`src/rtl/uart_mmio_pkg.sv`:
```
// Shared register offsets, STATUS bit positions and transmitter state encoding
// for the memory-mapped UART transmitter.
package uart_mmio_pkg;

  localparam logic [3:0] TXDATA_OFS = 4'h0;
  localparam logic [3:0] STATUS_OFS = 4'h4;
  localparam logic [3:0] CTRL_OFS   = 4'h8;

  localparam int ST_FULL    = 0;
  localparam int ST_EMPTY   = 1;
  localparam int ST_BUSY    = 2;
  localparam int ST_OVF     = 3;
  localparam int ST_CNT_LSB = 8;

  typedef enum logic [1:0] {
    IDLE,
    START,
    DATA,
    STOP
  } tx_state_t;

endpackage

```
`src/rtl/sync_fifo.sv`:
```
// Synchronous FIFO with first-word-fall-through dout; push when full and pop when
// empty are ignored, so the producer owns overflow policy.
module sync_fifo #(
  parameter int WIDTH = 8,
  parameter int DEPTH = 8
) (
  input  logic                     clk,
  input  logic                     reset,
  input  logic                     push,
  input  logic [WIDTH-1:0]         din,
  input  logic                     pop,
  output logic [WIDTH-1:0]         dout,
  output logic                     full,
  output logic                     empty,
  output logic [$clog2(DEPTH):0]   count
);

  localparam int AW = $clog2(DEPTH);
  localparam logic [AW:0] ONE  = (AW+1)'(1);
  localparam logic [AW:0] FULL_CNT = (AW+1)'(DEPTH);

  logic [WIDTH-1:0] mem [DEPTH];
  logic [AW-1:0]    wr_ptr;
  logic [AW-1:0]    rd_ptr;
  logic             do_push;
  logic             do_pop;

  assign full    = (count == FULL_CNT);
  assign empty   = (count == '0);
  assign dout    = mem[rd_ptr];
  assign do_push = push && !full;
  assign do_pop  = pop && !empty;

  always_ff @(posedge clk) begin
    if (reset) begin
      wr_ptr <= '0;
      rd_ptr <= '0;
      count  <= '0;
    end else begin
      if (do_push) begin
        mem[wr_ptr] <= din;
        wr_ptr      <= wr_ptr + 1'b1;
      end
      if (do_pop) begin
        rd_ptr <= rd_ptr + 1'b1;
      end
      case ({do_push, do_pop})
        2'b10:   count <= count + ONE;
        2'b01:   count <= count - ONE;
        default: count <= count;
      endcase
    end
  end

endmodule

```
`src/rtl/uart_tx_mmio.sv`:
```
// CPU-bus mapped 8N1 UART transmitter: combinational register reads, one-cycle store capture,
// frames start one cycle after a byte is queued; stores to a full FIFO are dropped and flagged.
module uart_tx_mmio
  import uart_mmio_pkg::*;
#(
  parameter int          CLKS_PER_BIT = 16,
  parameter int          FIFO_DEPTH   = 8,
  parameter logic [31:0] BASE_ADDR    = 32'h0000_1000
) (
  input  logic        clk,
  input  logic        reset,
  input  logic        MemWrite,
  input  logic [31:0] Mem_WrAddr,
  input  logic [31:0] Mem_WrData,
  output logic        IO_Sel,
  output logic [31:0] IO_RdData,
  output logic        uart_tx
);

  localparam int          CW       = $clog2(FIFO_DEPTH);
  localparam logic [15:0] BAUD_MAX = 16'(CLKS_PER_BIT - 1);

  logic [3:0]  ofs;
  logic        wr_en;
  logic        fifo_push;
  logic        fifo_pop;
  logic        fifo_full;
  logic        fifo_empty;
  logic [7:0]  fifo_dout;
  logic [CW:0] fifo_count;
  logic        overflow;
  logic        tx_en;
  logic [31:0] status_word;
  logic        unused_wrdata;

  tx_state_t   state, state_n;
  logic [15:0] baud_cnt, baud_n;
  logic [2:0]  bit_idx, bit_idx_n;
  logic [7:0]  shreg, shreg_n;
  logic        tx_n;
  logic        bit_end;

  assign IO_Sel        = (Mem_WrAddr[31:4] == BASE_ADDR[31:4]);
  assign ofs           = Mem_WrAddr[3:0];
  assign wr_en         = MemWrite & IO_Sel;
  assign fifo_push     = wr_en && (ofs == TXDATA_OFS) && !fifo_full;
  assign unused_wrdata = ^Mem_WrData[31:8];

  sync_fifo #(.WIDTH(8), .DEPTH(FIFO_DEPTH)) u_fifo (
    .clk   (clk),
    .reset (reset),
    .push  (fifo_push),
    .din   (Mem_WrData[7:0]),
    .pop   (fifo_pop),
    .dout  (fifo_dout),
    .full  (fifo_full),
    .empty (fifo_empty),
    .count (fifo_count)
  );

  always_comb begin
    status_word                     = '0;
    status_word[ST_FULL]            = fifo_full;
    status_word[ST_EMPTY]           = fifo_empty;
    status_word[ST_BUSY]            = (state != IDLE);
    status_word[ST_OVF]             = overflow;
    status_word[ST_CNT_LSB +: 8]    = 8'(fifo_count);
  end

  always_comb begin
    IO_RdData = '0;
    if (IO_Sel) begin
      case (ofs)
        STATUS_OFS: IO_RdData = status_word;
        CTRL_OFS:   IO_RdData = {31'b0, tx_en};
        default:    IO_RdData = '0;
      endcase
    end
  end

  // Full is judged on pre-edge state, so a drop can coincide with a same-cycle pop.
  always_ff @(posedge clk) begin
    if (reset) begin
      overflow <= 1'b0;
      tx_en    <= 1'b1;
    end else begin
      if (wr_en && (ofs == TXDATA_OFS) && fifo_full) begin
        overflow <= 1'b1;
      end else if (wr_en && (ofs == STATUS_OFS) && Mem_WrData[ST_OVF]) begin
        overflow <= 1'b0;
      end
      if (wr_en && (ofs == CTRL_OFS)) begin
        tx_en <= Mem_WrData[0];
      end
    end
  end

  assign bit_end = (baud_cnt == BAUD_MAX);

  always_comb begin
    state_n   = state;
    baud_n    = bit_end ? 16'd0 : baud_cnt + 16'd1;
    bit_idx_n = bit_idx;
    shreg_n   = shreg;
    fifo_pop  = 1'b0;
    tx_n      = 1'b1;
    case (state)
      IDLE: begin
        baud_n = '0;
        if (!fifo_empty && tx_en) begin
          fifo_pop = 1'b1;
          shreg_n  = fifo_dout;
          state_n  = START;
        end
      end
      START: begin
        if (bit_end) begin
          state_n   = DATA;
          bit_idx_n = '0;
        end
      end
      DATA: begin
        if (bit_end) begin
          if (bit_idx == 3'd7) state_n = STOP;
          else                 bit_idx_n = bit_idx + 3'd1;
        end
      end
      STOP: begin
        // Refill straight from the FIFO so back-to-back frames have no idle gap.
        if (bit_end) begin
          if (!fifo_empty && tx_en) begin
            fifo_pop = 1'b1;
            shreg_n  = fifo_dout;
            state_n  = START;
          end else begin
            state_n = IDLE;
          end
        end
      end
      default: state_n = IDLE;
    endcase
    case (state_n)
      START:   tx_n = 1'b0;
      DATA:    tx_n = shreg_n[bit_idx_n];
      default: tx_n = 1'b1;
    endcase
  end

  always_ff @(posedge clk) begin
    if (reset) begin
      state    <= IDLE;
      baud_cnt <= '0;
      bit_idx  <= '0;
      shreg    <= '0;
      uart_tx  <= 1'b1;
    end else begin
      state    <= state_n;
      baud_cnt <= baud_n;
      bit_idx  <= bit_idx_n;
      shreg    <= shreg_n;
      uart_tx  <= tx_n;
    end
  end

endmodule

```
`config.mk`:
```
export PLATFORM = sky130hd
export DESIGN_NAME = uart_tx_mmio
export DESIGN_NICKNAME = d
export VERILOG_FILES = /design/src/rtl/uart_mmio_pkg.sv /design/src/rtl/sync_fifo.sv /design/src/rtl/uart_tx_mmio.sv
export SDC_FILE = /design/constraint.sdc
export NUM_CORES = 1
export LEC_CHECK = 0
export CORE_ASPECT_RATIO = 1.4
export CORE_MARGIN = 2
export CORE_UTILIZATION = 45
export CTS_BUF_LIST = sky130_fd_sc_hd__clkbuf_4
export DETAILED_ROUTE_END_ITERATION = 16
export PLACE_DENSITY = 0.71
export SLEW_MARGIN = 10
export SYNTH_ARGS = -nofsm -noshare
export SYNTH_HDL_FRONTEND = slang
export SYNTH_SLANG_ARGS = --single-unit
```
`constraint.sdc`:
```
create_clock -name clk -period 6.6 [get_ports clk]
set_input_delay 0.66 -clock clk [delete_from_list [all_inputs] [get_ports clk]]
set_output_delay 0.66 -clock clk [all_outputs]
set_load 0.02 [all_outputs]
```
==> results of run 1 <==
## report_power, final
part           switching (uW)  total (uW)  internal, uW
combinational            26.9        50.5          23.6
clock                     233         322          89.5
sequential        0.000000731         718           718
total                     260        1090           832
## worst max-delay path: stages
cell and delay (ns):
clkdlybuf4s50_1 0.40, nor4_1 0.29, and4_1 0.25, nand3_1 0.20, nor2_1 0.37, and2_1 0.20, and3b_1 0.15, clkdlybuf4s50_1 0.61
## worst min path at each step
stage,start,to,slack (ns),depth (start not counted)
finish,baud_cnt[0]$_SDFF_PP0_,baud_cnt[0]$_SDFF_PP0_,0.46,1
global route,baud_cnt[0]$_SDFF_PP0_,baud_cnt[0]$_SDFF_PP0_,0.49,1
CTS,baud_cnt[0]$_SDFF_PP0_,baud_cnt[0]$_SDFF_PP0_,0.46,1
detailed placement,baud_cnt[0]$_SDFF_PP0_,baud_cnt[0]$_SDFF_PP0_,0.44,1
global placement,baud_cnt[0]$_SDFF_PP0_,baud_cnt[0]$_SDFF_PP0_,0.42,1
floorplan,baud_cnt[0]$_SDFF_PP0_,baud_cnt[0]$_SDFF_PP0_,0.41,1
## metal layers
layer / track usage, % / share of wire (%) / up-vias
met5: 0 / 0 / -
met1: 18.5 / 40 / 1623
li1: - / - / 1613
met4: 4.69 / 0.70 / 0
met3: 3.50 / 3.3 / 4
met2: 33.4 / 56 / 67
## area by class of cell
type	count	area, um2	area share (%)
multi-input cells	281	2120	36.1
inverters	11	41.3	0.705
flip-flops and latches	109	2820	48.2
repair buffers	57	558	9.52
well taps	144	180	3.07
clock inverters	7	75.1	1.28
clock buffers	9	67.6	1.15
## placed cells by master (no fill, tap or decap), types with 7 or more instances in the layout
master           instances
nor4_1                   8
clkdlybuf4s50_1         52
and3_1                  11
edfxtp_1                64
mux2i_1                 10
a21oi_1                 14
nand2_1                 24
xor2_1                  12
o21ai_0                  8
clkbuf_4                 9
inv_1                   10
ha_1                    10
mux4_2                  16
and2_1                   7
nand3_1                 13
conb_1                  24
dfxtp_1                 45
nor2_1                  42
## state kept, by name (all words and copies together), names as in the netlist, named ones only
name / count
u_fifo.mem: 64
baud_cnt: 16
shreg: 8
u_fifo.count: 4
bit_idx: 3
u_fifo.rd_ptr: 3
u_fifo.wr_ptr: 3
state: 2
overflow: 1
tx_en: 1
uart_tx: 1
## cells in the mapped netlist, drive strengths merged, types with 5 or more instances
cell type and instances:
nor4 12, o21ai 9, nand4 5, xor2 12, mux4 16, edfxtp 64, xnor2 5, a21oi 14
clkbuf 10, ha 10, and2 7, buf 30, nand3 14, inv 11, dfxtp 45, and4 5
o2bb2ai 5, nor2b 5, nor4b 5, nand2 24, and3 13, nor2 42, mux2i 10
## cell families (layout without fill, tap and decap cells)
group,Yosys count,count (layout),share of synthesized area (%)
multiplexers,28,28,9.37
buffers and inverters,51,84,5.95
flip-flops,109,109,54.8
other,1,24,0.0728
AND/OR/NAND/NOR,150,150,16.8
AO/OA/AOI/OAI,52,52,7.67
adder cells (fa/ha/maj),10,10,2.43
XOR/XNOR,17,17,2.89
## through the flow
stage               hold slack, ns  instances  total power (uW)  util (%)  cell area (um2)
CTS                          0.464        618              1100      52.2             5860
global placement             0.425        602               782      50.9             5720
finish                       0.463        618              1090      52.2             5860
detailed placement           0.443        602               783      50.9             5720
global route                 0.489        618              1130      52.2             5860
floorplan                    0.413        441               763         -             5240
==> flow_metrics.tcl, run 1 <==
set metrics [dict create \
    clk-insertion-delay-late_ns 0.44 \
    floorplan.rows 46 \
    viasPerCell 5.35 \
    rsz_0062_raised_after_global_routing "no" \
    grt_overflow 0 \
    reg2reg_slack_ns 3.44 \
    tightestPinTransition_ns 1.02 \
    synth.area.top_cells "edfxtp_1 (37%), dfxtp_1 (17%), mux4_2 (7.0%), buf_4 (3.6%), nor2_1 (3.1%)" \
    buffer_ports.inserted 52 \
    post-synth-top-area-cell "edfxtp_1" \
    grt_start_max_net_pins 39 \
    clock-sinks 109 \
    synth_seq_area_share_pct 54.8 \
    max_freq_mhz 264 \
    cts_repair_resize_count 0 \
    critical_path.max_fanout 8 \
    final_weighted_congestion_of_routability_driven_global_placement 0.796 \
    final_min_period_over_clock_period_pct 57.4 \
    grt_pass1_wl_mm 16.3 \
    syn-cell-area_um2 5150 \
    cp-start-kind "primary input" \
    synth.lib_cells_used.distinct 66 \
    hold_viol 0 \
    detail_route_antenna_nets 0 \
    finish.net_count 546 \
    post_drt_wl_per_cell_um 16.3 \
    dpl_worst_slack_ns 2.70 \
    synthFlopType "edfxtp_1" \
    rr_startpoint "state[0]$_SDFF_PP0_" \
    ys_seq_elements 109 \
    worst_ir_drop_vdd_v 0.000179 \
    wl_mm 10.1 \
    die_height_um 131 \
    relSlewSlack_pct 32.0 \
    timing.critical_path.from "Mem_WrAddr[5]" \
    clk_transition_reported_paths_ns 0.16 \
    start_util_pct 45.9 \
    cts_root_buffer "clkbuf_4" \
    die_width_um 94.4 \
    cts.hold.buffers_added 0 \
    maxCapViolations 0 \
    n_fill_cell 977 \
    grt_usage_pct 17.1 \
    crit_required_ns 5.94 \
    synth_enable_flop_cells 64 \
    final.setup_skew_ns 0.0164 \
    min_path_type "reg2reg" \
    period_minus_slack_ns 3.79 \
    critical_path.reg2reg.endpoint "u_fifo.count[2]$_SDFFE_PP0P_" \
    clockBufferDepth 2 \
    cts_tree "done" \
    dr_total_vias 3307 \
    post_cts_buffers 0 \
    synth-async-reset-ratio_pct 0 \
    ff2ff_path_depth 9 \
    syn_inst 418 \
    firstDrtPassIters 5 \
    place_hpwl_mm 7.32 \
    synth.top_cell.area_share_pct 37.3 \
    cts_inserted_buffers 9 \
    first_global_vias 3358 \
    setup_viol 0 \
    h-tree-depth 3 \
    worstSetupEndpointType "primary output" \
    run_status "finished, final reports clean" \
    core_area_um2 11200 \
    power.static_leakage_uw 0.00196 \
    final_max_slew_viol_count 0 \
    critPathKind "in2out" \
    end_point_of_the_critical_path "IO_RdData[1]" \
    cp.arrival_ns 3.13 \
    synthToLayoutAreaGrowth_pct 13.7 \
    floorplan.die_area_um2 12300 \
    antenna-diode-count 0 \
    drt_initial_violations 129 \
    pwr_cell_area_nw_per_um2 186 \
    antenna_violations_before_repair 0 \
    i_o_pin_total 101 \
    detail_route.drc_violations 0 \
    post_route_cells_drive_above_1_share_pct 13.1 \
    post-route-worst-setup-slack_ns 2.81 \
    syn-mean-instance-area_um2 12.3 \
    synth.yosys.warnings 0 \
    totalNegativeSetupSlack_ns 0 \
]
No activity file was read; power rests on OpenSTA's default activity.
==> run 2: changes to the inputs <==
==> constraint.sdc (replaced) <==
create_clock -name clk -period 3.6 [get_ports clk]
set_input_delay 0.36 -clock clk [delete_from_list [all_inputs] [get_ports clk]]
set_output_delay 0.36 -clock clk [all_outputs]
set_load 0.02 [all_outputs]
==> run 2 against run 1 <==
Against the previous run: critical path depth stayed put; sequential power grew 84%; wire length fell by 0.62%; via count increased by 1.5%; sequential cell count is the same; register-to-register slack lost 2.7 ns; global-route usage rose by 0.47 points.
==> flow_metrics.tcl, run 2 (synthesis results as in run 1) <==
set metrics [dict create \
    grt_start_max_net_pins 19 \
    final_weighted_congestion_of_routability_driven_global_placement 0.767 \
    hold_viol 0 \
    p_sw_uw 443 \
    h-tree-depth 3 \
    cp.arrival_ns 2.83 \
    max_flop_register "u_fifo.mem" \
    grt_usage_pct 17.6 \
    min_path_type "reg2reg" \
    rsz_0062_raised_after_global_routing "no" \
    synthToLayoutAreaGrowth_pct 15.8 \
    pwr_cell_area_nw_per_um2 338 \
    cts_tree "done" \
    cts_root_buffer "clkbuf_4" \
    finish.net_count 560 \
    floorplan.rows 46 \
    reg2reg_slack_ns 0.72 \
    critical_path.max_fanout 8 \
    ff2ff_path_depth 9 \
    floorplan.die_area_um2 12300 \
    core_area_um2 11200 \
    post_cts_buffers 0 \
    die_height_um 131 \
    buffer_ports.inserted 52 \
    postLayoutCoreUtil_pct 53.2 \
    final_max_slew_viol_count 0 \
    clockBufferDepth 2 \
    largest_register_ff_count 64 \
    detail_route.drc_violations 0 \
    final_min_period_over_clock_period_pct 88.7 \
    grt_pass1_wl_mm 16.7 \
    die_width_um 94.4 \
    dr_total_vias 3355 \
    power.sequential.fraction_pct 65.2 \
    largest_registers "u_fifo.mem x64, baud_cnt x16, shreg x8" \
    period_minus_slack_ns 3.19 \
    n_fill_cell 963 \
    internal-power_uw 1580 \
    post_drt_wl_per_cell_um 15.8 \
    worst_ir_drop_vdd_v 0.000266 \
    worstHoldEndpoint "baud_cnt[0]$_SDFF_PP0_" \
    mostFrequentLayoutCells "edfxtp_1 (64), clkdlybuf4s50_1 (52), dfxtp_1 (45), nor2_1 (42)" \
    wl_mm 9.99 \
    setup_viol 0 \
    tightestPinTransition_ns 0.560 \
    first_global_vias 3555 \
    antenna_violations_before_repair 1 \
    rr_startpoint "baud_cnt[0]$_SDFF_PP0_" \
    clk_transition_reported_paths_ns 0.16 \
    power.static_leakage_uw 0.00203 \
    cp-start-kind "primary input" \
    power.share.clock_pct 30.1 \
    p_comb_share_pct 4.6 \
    run_status "finished, final reports clean" \
    i_o_pin_total 101 \
    layout_commonest_cell "edfxtp_1" \
    clk-insertion-delay-late_ns 0.44 \
    cts_inserted_buffers 9 \
    relSlewSlack_pct 62.6 \
    crit_required_ns 3.24 \
    drt_initial_violations 170 \
    cts.hold.buffers_added 0 \
    detail_route_antenna_nets 0 \
    totalNegativeSetupSlack_ns 0 \
    cts_repair_resize_count 0 \
    grt_overflow 0 \
    maxCapViolations 0 \
    max_freq_mhz 313 \
    min_from "baud_cnt[0]$_SDFF_PP0_" \
    firstDrtPassIters 4 \
    critical_path.reg2reg.endpoint "u_fifo.count[2]$_SDFFE_PP0P_" \
    switching_share_pct 21.9 \
    worstSetupEndpointType "primary output" \
    timing.hold.worst_path_depth 1 \
    place_hpwl_mm 7.48 \
    start_util_pct 45.9 \
    viasPerCell 5.30 \
    critPathKind "in2out" \
    final.setup_skew_ns 0.0137 \
    clock-sinks 109 \
    post_route_cells_drive_above_1_share_pct 15.4 \
]
==> run 2: changes by cell type in the layout (fill, tap and decap cells not counted) <==
cell,change
clkinv_4,+1
clkinv_1,+1
buf_4,+14
clkinv_2,+1
inv_6,-2
diode_2,+1
clkinv_8,-2
bufinv_16,+1
==> run 2: layout make-up <==
type	count	area, um2	share of cell area (%)
clock buffer	9	67.6	1.13
timing repair buffer	71	663	11.1
sequential	109	2820	47.3
multi-input combinational	281	2120	35.5
clock inverter	7	72.6	1.22
inverter	11	41.3	0.692
antenna	1	2.50	0.0419
tap	144	180	3.02
==> run 2: worst max-delay path by stage <==
stage / start / endpoint / slack (ns) / cells past startpoint
after floorplan: Mem_WrAddr[13] / u_fifo.count[2]$_SDFFE_PP0P_ / 0.72 / 9
after global placement: Mem_WrAddr[5] / u_fifo.count[2]$_SDFFE_PP0P_ / 0.20 / 10
after detailed placement: Mem_WrAddr[5] / u_fifo.count[2]$_SDFFE_PP0P_ / 0.16 / 10
after CTS: Mem_WrAddr[5] / IO_RdData[2] / 0.41 / 8
after global routing: Mem_WrAddr[13] / IO_RdData[2] / 0.13 / 8
final: Mem_WrAddr[5] / IO_RdData[2] / 0.41 / 8
==> run 2: stage by stage <==
step / power (uW) / std cells / worst slack [ns] / instance area, um2 / hold slack, ns
global route: 2090 / 633 / 0.129 / 5970 / 0.498
detailed placement: 1440 / 616 / 0.158 / 5820 / 0.439
floorplan: 1400 / 441 / 0.723 / 5240 / 0.413
finish: 2020 / 633 / 0.408 / 5970 / 0.472
global placement: 1430 / 616 / 0.197 / 5820 / 0.426
CTS: 2040 / 632 / 0.412 / 5960 / 0.464
==> run 2: power groups by stage <==
| stage | clock (uW) | combinational, uW | sequential (uW) |
|---|---|---|---|
| floorplan | 0 | 54.5 | 1340 |
| global placement | 0 | 90.4 | 1340 |
| detailed placement | 0 | 92.5 | 1340 |
| CTS | 631 | 93.0 | 1320 |
| global route | 673 | 102 | 1320 |
| finish | 609 | 93.7 | 1320 |
==> run 2: critical path, stage by stage <==
cell             delay [ns]
clkdlybuf4s50_1        0.40
nor4_1                 0.29
and4_1                 0.24
nand3_1                0.20
nor2_1                 0.36
and2_1                 0.19
nor2b_1                0.15
clkdlybuf4s50_1        0.62
==> run 2: routing by layer <==
layer  track usage, %  wire length [um]  up-vias
met1             18.3              3810     1632
met4             6.82               180        0
met2             34.7              5690       61
met5                0                 0        -
met3             2.81               304       17
li1                 -                 -     1645
==> variant, RTL diff (config.mk and constraints of run 2) <==
Compare `count` against `FULL_CNT` with >= in place of ==.
--- a/src/rtl/sync_fifo.sv
+++ b/src/rtl/sync_fifo.sv
@@ -25,7 +25,7 @@
   logic             do_push;
   logic             do_pop;
 
-  assign full    = (count == FULL_CNT);
+  assign full    = (count >= FULL_CNT);
   assign empty   = (count == '0);
   assign dout    = mem[rd_ptr];
   assign do_push = push && !full;
Function: no difference found for any inputs over 10 cycles, from zero or initial values and one cycle with reset high; that may be too few to reach the edited logic, so the function may still have changed.
==> variant against run 2 <==
  * Sequential share of layout area up 0.36 points
  * Routed wire length down 4.5%
  * Setup slack better by 50 ps
  * Die area up 0.51%
  * Synthesized area up 0.53%
  * Final area down 0.75%
  * Sequential cell count unchanged
  * Total power down 0.27%
  * Critical path depth unchanged
  * Largest power group unchanged
==> variant: results (changes against run 2) <==
Placement
The total placed instance area came to 5770 um^2 (-0.84%). The final RePlAce weighted congestion is 0.783 (+2.2%). The worst-case setup slack after placement is 223 ps (+64.7 ps). The detailed placement HPWL was 6.94 mm (-7.2%).

Cells and area
The count of antenna diodes in the layout is 0 (-1). The fraction of layout instances using a drive strength above 1 is 0.162 (+0.00836). The count of nets after finishing came to 541 (-3.4%).

Clock tree
The clock tree buffer depth is 2 (unchanged). The clock slew seen by the registers of the worst setup and hold paths is 170 ps. Clock latency on the worst-skew pair, taken at its later pin, is 450 ps. The H-tree depth was 3 (unchanged).

Synth
The number of flops mapped to enable cells by yosys is 64 (unchanged). Counting instances in the post-synthesis netlist gives the leading cell types as sky130_fd_sc_hd__edfxtp_1 (64), sky130_fd_sc_hd__nor2_1 (49), sky130_fd_sc_hd__dfxtp_1 (45), sky130_fd_sc_hd__buf_4 (25), sky130_fd_sc_hd__nand2_1 (21). The unique cell type count in the Yosys netlist is 65 (-1.5%). The post-synthesis async set-or-reset flop share is 0 (unchanged). The sequential element share of the synthesized area is 0.545 (-0.00291). The total number of yosys warnings is 0 (unchanged). In the post-synthesis netlist, the biggest area contributors are sky130_fd_sc_hd__edfxtp_1 (37%), sky130_fd_sc_hd__dfxtp_1 (17%), sky130_fd_sc_hd__mux4_2 (7.0%).

Routing
The total wire length is 9.55 mm (-4.5%). The routed length on met1 is 3.84 mm (+0.58%). Routed signal wires occupy layers up through met4. The DRC violation total after the first TritonRoute iteration came to 123 (-28%). The total met3 wirelength after detailed routing is 237 um (-22%). The first-pass detailed-route iteration total is 4 (unchanged). The met2 wire length is 5.31 mm (-6.7%). The via count of the routed design is 3232 (-3.7%).

Hold path
The classification of the worst-slack hold path is reg2reg.

Global route
The pin count of the biggest net entering global routing was 25 (+6). The number of global-route vias before repair is 3272 (-8.0%). The wire length of the first global-routing pass is 15.5 mm (-7.2%). The initial antenna violation count is 0 (-1). The global router's overall resource usage is 0.163 (-0.0131).

Run status
The flow ran to the end, and the final reports show no timing, DRC or antenna violations.

Worst setup path
The arrival time at the worst endpoint is 2780 ps (-50 ps). The cell with the biggest individual delay on the critical path is sky130_fd_sc_hd__clkdlybuf4s50_1. The largest delay contributor family on the critical path is buffers and inverters.

The highest cell delay on the worst timing path came to 620 ps (about the same).

Pwr
The maximum vdd drop is 0.353 mV (+33%). The leakage dissipation is 2.02 nW (-0.59%).

Timing
The worst slew margin relative to its limit is 0.429 (-0.197). The final setup skew is 16.0 ps (+2.38 ps).
-- variant: cells by family (layout without fill, tap and decap cells) --
kind of cell / Yosys count / count (layout) / synth area share
buf+inv: 49 / 88 / 0.0618
simple gates: 144 / 144 / 0.168
flops: 109 / 109 / 0.545
xor+xnor: 18 / 18 / 0.0304
fa+ha+maj: 10 / 10 / 0.0242
mux: 31 / 31 / 0.101
other cells: 1 / 24 / 0.000724
compound gates: 45 / 45 / 0.0691
-- variant: final cells by class --
class	count	area, um^2
clock buffers	9	67.6
clock inverters	7	78.8
fillers	996	5360
inverters	6	22.5
multi-input cells	272	2120
flip-flops and latches	109	2820
well taps	144	180
repair buffers	66	626
-- variant: per-stage QoR --
stage                     cells  power, mW  hold slack (ps)
final                       613       2.01              463
after global routing        613       2.09              499
after CTS                   613       2.04              467
after detailed placement    597       1.44              445
after global placement      597       1.44              432
after floorplan             430       1.40              418
-- variant: final timing paths --
kind / depth (start not counted) / from / slack (ps) / endpoint
worst max-delay path: 8 / Mem_WrAddr[5] / 460 / IO_RdData[2]
worst min-delay path: 2 / overflow / 460 / overflow
worst max register to register: 11 / baud_cnt[0] / 820 / u_fifo.count[2]
worst min register to register: 2 / overflow / 460 / overflow
-- variant: tightest hold or removal path: stages (launching register included) --
cell                      delay [ps]
sky130_fd_sc_hd__dfxtp_1         340
sky130_fd_sc_hd__nand2_1          50
sky130_fd_sc_hd__a21oi_1          50
-- variant: metal layers --
metal / vias to the layer above / GRT usage
li1: 1572 / -
met5: - / 0
met4: 0 / 0.0503
met1: 1599 / 0.182
met2: 50 / 0.307
met3: 11 / 0.0333
-- variant: report_power, final --
part / internal (mW) / switching (mW) / total [mW]
Clock: 0.165 / 0.437 / 0.602
Sequential: 1.32 / 0.000000000561 / 1.32
Combinational: 0.0449 / 0.0495 / 0.0945
